$ cat src/rtl/psimd_pkg.sv
// Shared definitions for the packed-SIMD saturating adder: lane saturation bounds
// computed at a fixed wide width so any lane width up to MAX_LANE_W can compare against them.
package psimd_pkg;

    localparam int MAX_LANE_W = 64;

    typedef logic signed [MAX_LANE_W:0] bound_t;

    function automatic bound_t sat_max_s(input int lane_w);
        bound_t one;
        one = bound_t'(1);
        return (one <<< (lane_w - 1)) - one;
    endfunction

    function automatic bound_t sat_min_s(input int lane_w);
        bound_t one;
        one = bound_t'(1);
        return -(one <<< (lane_w - 1));
    endfunction

    function automatic bound_t sat_max_u(input int lane_w);
        bound_t one;
        one = bound_t'(1);
        return (one <<< lane_w) - one;
    endfunction

endpackage

$ cat src/rtl/psimd_lane_sat.sv
// Combinational clamp of one lane: takes the (LANE_W+1)-bit raw result and the
// mode bits, produces the saturated lane value and whether it was clamped.
module psimd_lane_sat
    import psimd_pkg::*;
#(
    parameter int LANE_W = 4
) (
    input  logic [LANE_W:0]   raw,
    input  logic              is_sub,
    input  logic              is_unsigned,
    output logic [LANE_W-1:0] res,
    output logic              sat
);

    bound_t raw_s;
    bound_t raw_u;

    always_comb begin
        raw_s = bound_t'($signed(raw));
        raw_u = bound_t'(raw);
        res   = raw[LANE_W-1:0];
        sat   = 1'b0;
        if (is_unsigned) begin
            // A set top bit is a carry on add and a borrow on sub; both exceed max_u.
            if (raw_u > sat_max_u(LANE_W)) begin
                sat = 1'b1;
                res = is_sub ? '0 : '1;
            end
        end else begin
            if (raw_s > sat_max_s(LANE_W)) begin
                sat = 1'b1;
                res = {1'b0, {(LANE_W-1){1'b1}}};
            end else if (raw_s < sat_min_s(LANE_W)) begin
                sat = 1'b1;
                res = {1'b1, {(LANE_W-1){1'b0}}};
            end
        end
    end

endmodule

$ cat src/rtl/psimd_addsat.sv
// Two-stage packed-SIMD saturating add/sub with valid/ready flow control:
// S1 holds per-lane raw results, S2 holds the clamped vector and drives the outputs.
module psimd_addsat
    import psimd_pkg::*;
#(
    parameter  int LANE_W = 4,
    parameter  int LANES  = 4,
    localparam int W      = LANE_W * LANES
) (
    input  logic             clk,
    input  logic             rst_n,
    input  logic             in_valid,
    output logic             in_ready,
    input  logic [W-1:0]     a,
    input  logic [W-1:0]     b,
    input  logic             op_sub,
    input  logic             op_unsigned,
    output logic             out_valid,
    input  logic             out_ready,
    output logic [W-1:0]     sum,
    output logic [LANES-1:0] sat_lane,
    output logic [LANES-1:0] sat_sticky,
    input  logic             sticky_clr
);

    logic                          s1_valid;
    logic [LANES-1:0][LANE_W:0]    s1_raw;
    logic                          s1_sub;
    logic                          s1_uns;
    logic                          s2_valid;
    logic [W-1:0]                  s2_sum;
    logic [LANES-1:0]              s2_sat;
    logic [LANES-1:0]              sticky;

    logic                          s2_adv;
    logic                          s1_adv;
    logic                          in_fire;
    logic                          out_fire;
    logic [LANES-1:0][LANE_W:0]    raw_next;
    logic [LANES-1:0][LANE_W-1:0]  lane_res;
    logic [LANES-1:0]              lane_sat;

    assign s2_adv   = !s2_valid || out_ready;
    assign s1_adv   = s1_valid && s2_adv;
    assign in_ready = !s1_valid || s2_adv;
    assign in_fire  = in_valid && in_ready;
    assign out_fire = s2_valid && out_ready;

    // Extend each lane by one bit so the raw sum/difference can never wrap.
    always_comb begin
        logic [LANE_W:0] ea;
        logic [LANE_W:0] eb;
        ea       = '0;
        eb       = '0;
        raw_next = '0;
        for (int i = 0; i < LANES; i++) begin
            ea = {(op_unsigned ? 1'b0 : a[i*LANE_W+LANE_W-1]), a[i*LANE_W +: LANE_W]};
            eb = {(op_unsigned ? 1'b0 : b[i*LANE_W+LANE_W-1]), b[i*LANE_W +: LANE_W]};
            raw_next[i] = op_sub ? (ea + ~eb + {{LANE_W{1'b0}}, 1'b1}) : (ea + eb);
        end
    end

    always_ff @(posedge clk or negedge rst_n) begin
        if (!rst_n) begin
            s1_valid <= 1'b0;
            s1_raw   <= '0;
            s1_sub   <= 1'b0;
            s1_uns   <= 1'b0;
        end else if (in_ready) begin
            s1_valid <= in_valid;
            if (in_valid) begin
                s1_raw <= raw_next;
                s1_sub <= op_sub;
                s1_uns <= op_unsigned;
            end
        end
    end

    for (genvar g = 0; g < LANES; g++) begin : g_lane
        psimd_lane_sat #(.LANE_W(LANE_W)) u_sat (
            .raw         (s1_raw[g]),
            .is_sub      (s1_sub),
            .is_unsigned (s1_uns),
            .res         (lane_res[g]),
            .sat         (lane_sat[g])
        );
    end

    always_ff @(posedge clk or negedge rst_n) begin
        if (!rst_n) begin
            s2_valid <= 1'b0;
            s2_sum   <= '0;
            s2_sat   <= '0;
        end else if (s2_adv) begin
            s2_valid <= s1_valid;
            if (s1_adv) begin
                s2_sum <= lane_res;
                s2_sat <= lane_sat;
            end
        end
    end

    // Clear and set in the same cycle: freshly saturated lanes win.
    always_ff @(posedge clk or negedge rst_n) begin
        if (!rst_n) begin
            sticky <= '0;
        end else begin
            sticky <= (sticky_clr ? '0 : sticky) | (out_fire ? s2_sat : '0);
        end
    end

    assign out_valid  = s2_valid;
    assign sum        = s2_sum;
    assign sat_lane   = s2_sat;
    assign sat_sticky = sticky;

endmodule

$ cat config.mk
export PLATFORM = sky130hd
export DESIGN_NAME = psimd_addsat
export DESIGN_NICKNAME = d
export VERILOG_FILES = /design/src/rtl/psimd_pkg.sv /design/src/rtl/psimd_lane_sat.sv /design/src/rtl/psimd_addsat.sv
export SDC_FILE = /design/constraint.sdc
export NUM_CORES = 1
export LEC_CHECK = 0
export ABC_AREA = 1
export CORE_MARGIN = 1
export CORE_UTILIZATION = 35
export DETAILED_ROUTE_END_ITERATION = 7
export HOLD_SLACK_MARGIN = 0.12
export PLACE_DENSITY = 0.6
export SYNTH_ARGS = -nofsm -noshare
export SYNTH_HDL_FRONTEND = slang
export SYNTH_HIERARCHICAL = 1
export SYNTH_SLANG_ARGS = --single-unit
$ cat constraint.sdc
create_clock -name clk -period 1.5 [get_ports clk]
set_clock_uncertainty 0.2 [all_clocks]
set_input_delay 0.225 -clock clk [delete_from_list [all_inputs] [get_ports clk]]
set_output_delay 0.225 -clock clk [all_outputs]
set_load 0.005 [all_outputs]
# [Word level (Yosys, flattened, before mapping)]
# Cells that the tools add are included.
[word_totals] regBits=48 latch_bits=0 mem_bits_rw=0 rom_bits=0 in_bits=39 out_inout_bits=26 word_cells=95 n_memories=0
[classes] add_sub_neg=12 mul=0 div_mod_pow=0 magnitude_cmp=12 eq_ne=0 shift=0 muxes=47 n_bitwise=5 reduce_logical=8
[op_table] op="4-bit two-way mux" n=19
[op_table] op="5-bit adder" n=8
[op_table] op="5-bit by 4-bit > comparator with 1-bit output, second input constant" n=8
[op_table] op="1-bit two-way mux" n=24
[op_table] op="5-bit by 1-bit adder with 5-bit output, second input constant" n=4
[op_table] op="5-bit by 4-bit less-than comparator with 1-bit output, second input constant" n=4
[op_table] op="5-bit two-way mux" n=4
[op_table] op="5-bit NOT" n=4
[op_table] op="4-bit bitwise OR" n=1
[op_table] op="2-bit AND reduction" n=2
[op_table] op="1-bit logical AND" n=2
[op_table] op="1-bit zero test" n=2
[op_table] op="1-bit logical OR" n=2

# [Logic depth before layout (Yosys ltp)]
[logic_depth] word_depth=5 depth_mapped=12 ltp_nobuf=12

# [Hierarchy]
# The synthesis kept the hierarchy.
[modules_own_cells] mod="psimd_addsat" n_inst=1 cells_per_inst=381 area_each_um2=3233.1 seq_area_each_um2=1201.2
[modules_own_cells] mod="psimd_lane_sat" n_inst=4 cells_per_inst=38 area_each_um2=150.1 seq_area_each_um2=0.0

# [Worst setup path before layout]
# No wires, ideal clock.
[synth_timing] path_kind="reg-to-reg" startpoint="reg s1_uns" endpoint="reg s2_sum[10] (netlist: sum[10])" setup_time_ns=0.125 arrival_time_ns=1.288 required_time_ns=1.175 slack_ns=-0.113 stages_incl_launch_ff=7 path_buffers=0 period_less_slack_ns=1.613 path_cell_list="dfrtp_1 inv_2 nand2_2 nand2_2 nand2_1 nand2_1 mux2_4"
[synth_lines] item="start: declaration" line="psimd_addsat.sv:29" source="logic s1_uns;"
[synth_lines] item="start signal: assignment" line="psimd_addsat.sv:74" source="s1_uns <= op_unsigned;"
[synth_lines] item="end signal: assignment" line="psimd_addsat.sv:97" source="s2_sum <= lane_res;"
[synth_lines] item="end: declaration" line="psimd_addsat.sv:31" source="logic [W-1:0] s2_sum;"

# [Final worst setup path]
[layout_timing] startpoint="reg s2_valid (netlist: out_valid)" endpoint="reg s2_sat[1] (netlist: sat_lane[1])"
[layout_via] elab_chain_cells=4
[layout_lines] item="start: declaration" line="psimd_addsat.sv:30" source="logic s2_valid;"
[layout_lines] item="start signal: assignment" line="psimd_addsat.sv:95" source="s2_valid <= s1_valid;"
[layout_lines] item="1-bit zero test (*)" line="psimd_addsat.sv:43" source="assign s2_adv = !s2_valid || out_ready;"
[layout_lines] item="1-bit logical OR (*)" line="psimd_addsat.sv:43"
[layout_lines] item="1-bit logical AND" line="psimd_addsat.sv:44" source="assign s1_adv = s1_valid && s2_adv;"
[layout_lines] item="2-bit AND reduction (no source line) (*)"
[layout_lines] item="end signal: assignment" line="psimd_addsat.sv:98" source="s2_sat <= lane_sat;"
[layout_lines] item="end: declaration" line="psimd_addsat.sv:32" source="logic [LANES-1:0] s2_sat;"
# Every way passes the cells marked *; elsewhere a longest branch is shown, timed or not.
# A chain may end at the register's enable or synchronous reset.

==> results.cfg <==
[final_layout]
layout_commonest_cell = nand2_1
diodes = 0
fin_area_mm2 = 0.00548
final_util = 0.524
layout_common_cells = 209 x nand2_1, 60 x inv_1, 59 x buf_4, 46 x dfrtp_1, 36 x dlygate4sd2_1
drive_gt1_frac = 0.304
nNetsFinal = 747
syn_to_final_growth_pct = 42.9

[global_route]
grt_overflow = 0
antenna_found_initial = 0
grtUsageTotal = 0.157
grt_start_max_net_pins = 35
grt_pass1_wl_um = 14800
grt_pass1_vias = 3343

[synth]
syn_avg_cell_area_um2 = 7.19
synth_top_area_frac = 0.313
synth_area_leader_cell = dfrtp_1
netlist_area_mm2 = 0.00383
ys_top_cells_by_area = dfrtp_1 31%, nand2_1 21%, ha_1 10%
synth_warnings = 6
ys_seq_area_frac = 0.313
yosysUniqueCellTypes = 23
synth_cells = 533
synth_seq_cells = 48
syn-num-nets = 612

[power]
p_seq_frac = 0.361
switching_share = 0.342
vdd_ir_drop_max_mv = 0.498
p_int_uw = 3710
p_comb_frac = 0.513
p_sw_uw = 1930
p_clk_frac = 0.126
total_leakage_power_uw = 0.00313
power_density_mw_per_mm2 = 1030
p_total_uw = 5630

[routing]
routed_via_density = 4.37
route.detailed.drc = 0
vias = 3517
drt_iter0_markers = 152
antenna_left = 0
routed_wl_um = 8650
drtPass1Iterations = 4
wl_per_cell_um = 10.8

[placed_design]
gp_congestion = 0.810
port_buffers = 64
hpwl_um = 6490
place_area_mm2 = 0.00494

[clock_tree]
cts_made_buffers = 5
holdBufCountCts = 3
cts_max_path_buffers = 2
clock_sinks = 48
tritoncts = yes
htree_levels = 2
cts-root-buf = clkbuf_8
clock_latency_ns = 0.29
clk_pin_slew_ns = 0.08

[setup_path]
worstSetupEndpointType = register
crit_family = flip-flops
cp_slowest_cell = dfrtp_1
critPathArrivalTime_ns = 1.48
worstPathBufferInverterCount = 2
required_ns = 1.48
max_stage_delay_ns = 0.42
crit_top_cell = nand2_4
crit_chain = buf_4, nand2_4, nand2_4, clkbuf_16, mux2_4
worstPathMaxFanout = 5
critical_path_class = reg2reg
crit_path_start_kind = register

[floorplan]
fp.coreArea_mm2 = 0.0105
rows = 37
initial_core_util = 0.366
pin_count = 65
die_y_um = 107
dieArea_mm2 = 0.0114
fp.dieW_um = 107

[flow_run]
maxCapViolations = 0

[sta]
slew_headroom = 0.751
setup_viol = 0
slew_viol_final = 0
whs_ns = 0.0593
layout_min_cycle_time_ns = 1.49
rsz0062_at_grt = yes
worst_pin_slew_ns = 0.374
hold_viol_final = 0
fin_crit_sh = 0.995
max_freq_mhz = 670

[min_path]
hold_class = in2reg

[run_status]
status = finished clean
[registers in the layout, indices dropped and copies added, names as in the netlist]
signal / count
s1_valid: 1
s1_sub: 1
sat_lane: 4
s1_raw: 20
sum: 16
sat_sticky: 4
s1_uns: 1
out_valid: 1
[final timing paths]
kind | start | end | slack (ns) | cells past startpoint
min in group asynchronous | rst_n | sum[9] | 0.18 | 2
worst max-delay path | out_valid | sat_lane[1] | 0.008 | 5
max in group asynchronous | rst_n | s1_uns | 0.41 | 3
worst min register to register | sum[8] | sum[8] | 0.31 | 1
worst min-delay path | out_ready | out_valid | 0.06 | 4
worst max register to register | out_valid | sat_lane[1] | 0.008 | 5
[timing repair]
| item | in CTS | in global routing |
|---|---|---|
| endpoints found under the setup margin | 55 | 38 |
| cloned | 0 | 1 |
| setup buffers | 26 | 3 |
| pin swaps | 24 | 24 |
| endpoints found under the hold margin | 50 | 1 |
| gates resized for setup | 114 | 62 |
[power groups by stage]
stage,logic (µW),clock network (µW),registers [µW]
5_1_grt,3250,801,2100
4_1_cts,2840,737,2020
2_1_floorplan,1420,0,2060
3_3_place_gp,2520,0,2090
3_5_place_dp,2570,0,2110
6_report,2890,712,2030
[stage by stage]
step           setup WS, ns  setup TNS, ns  instances
4_1_cts             -0.0746        -0.0746        800
5_1_grt             -0.0409         -0.472        804
3_3_place_gp         -0.603         -14.36        764
6_report            0.00778              0        804
2_1_floorplan       -0.0139        -0.0139        533
3_5_place_dp         -0.639         -14.46        764
[worst reg2reg max path, stage by stage (launching register included)]
cell,delay (ns)
dfrtp_1,0.42
buf_4,0.16
nand2_4,0.07
nand2_4,0.08
clkbuf_16,0.17
mux2_4,0.29
[cell families after synthesis]
| logic type | synth area share |
|---|---|
| buf+inv | 0.108 |
| mux | 0.0773 |
| fa+ha+maj | 0.146 |
| flops | 0.313 |
| simple gates | 0.307 |
| xor+xnor | 0.00686 |
| compound gates | 0.0414 |
[per-layer routing]
metal | global-route usage | part of all wire
met1 | 0.211 | 0.48
met2 | 0.270 | 0.48
met3 | 0.0170 | 0.029
met4 | 0.0391 | 0.0094
met5 | 0 | 0
[final cells by class]
type	instances	area (µm²)
multi-input combinational	382	2470
clock inverter	1	5.00
clock buffer	6	72.6
fill	1068	4980
sequential	48	1210
tap	136	170
timing repair buffer	136	1190
inverter	95	359
[Yosys cell counts]
library cell  instances
nand2_1             215
clkbuf_2              1
nor2_1               22
o21ai_0              25
inv_2                10
buf_2                 3
nand3_1              33
a21oi_1               4
nand2_2              14
mux2_4               19
o21ai_1               1
buf_4                 2
nand3_2               1
xor2_1                3
buf_6                 2
fa_1                  8
o21ai_2               1
dfrtp_1              48
inv_1                85
ha_1                 32
mux2_2                1
nand2_4               1
nand4_1               2
Power figures use the tool's default switching activity.
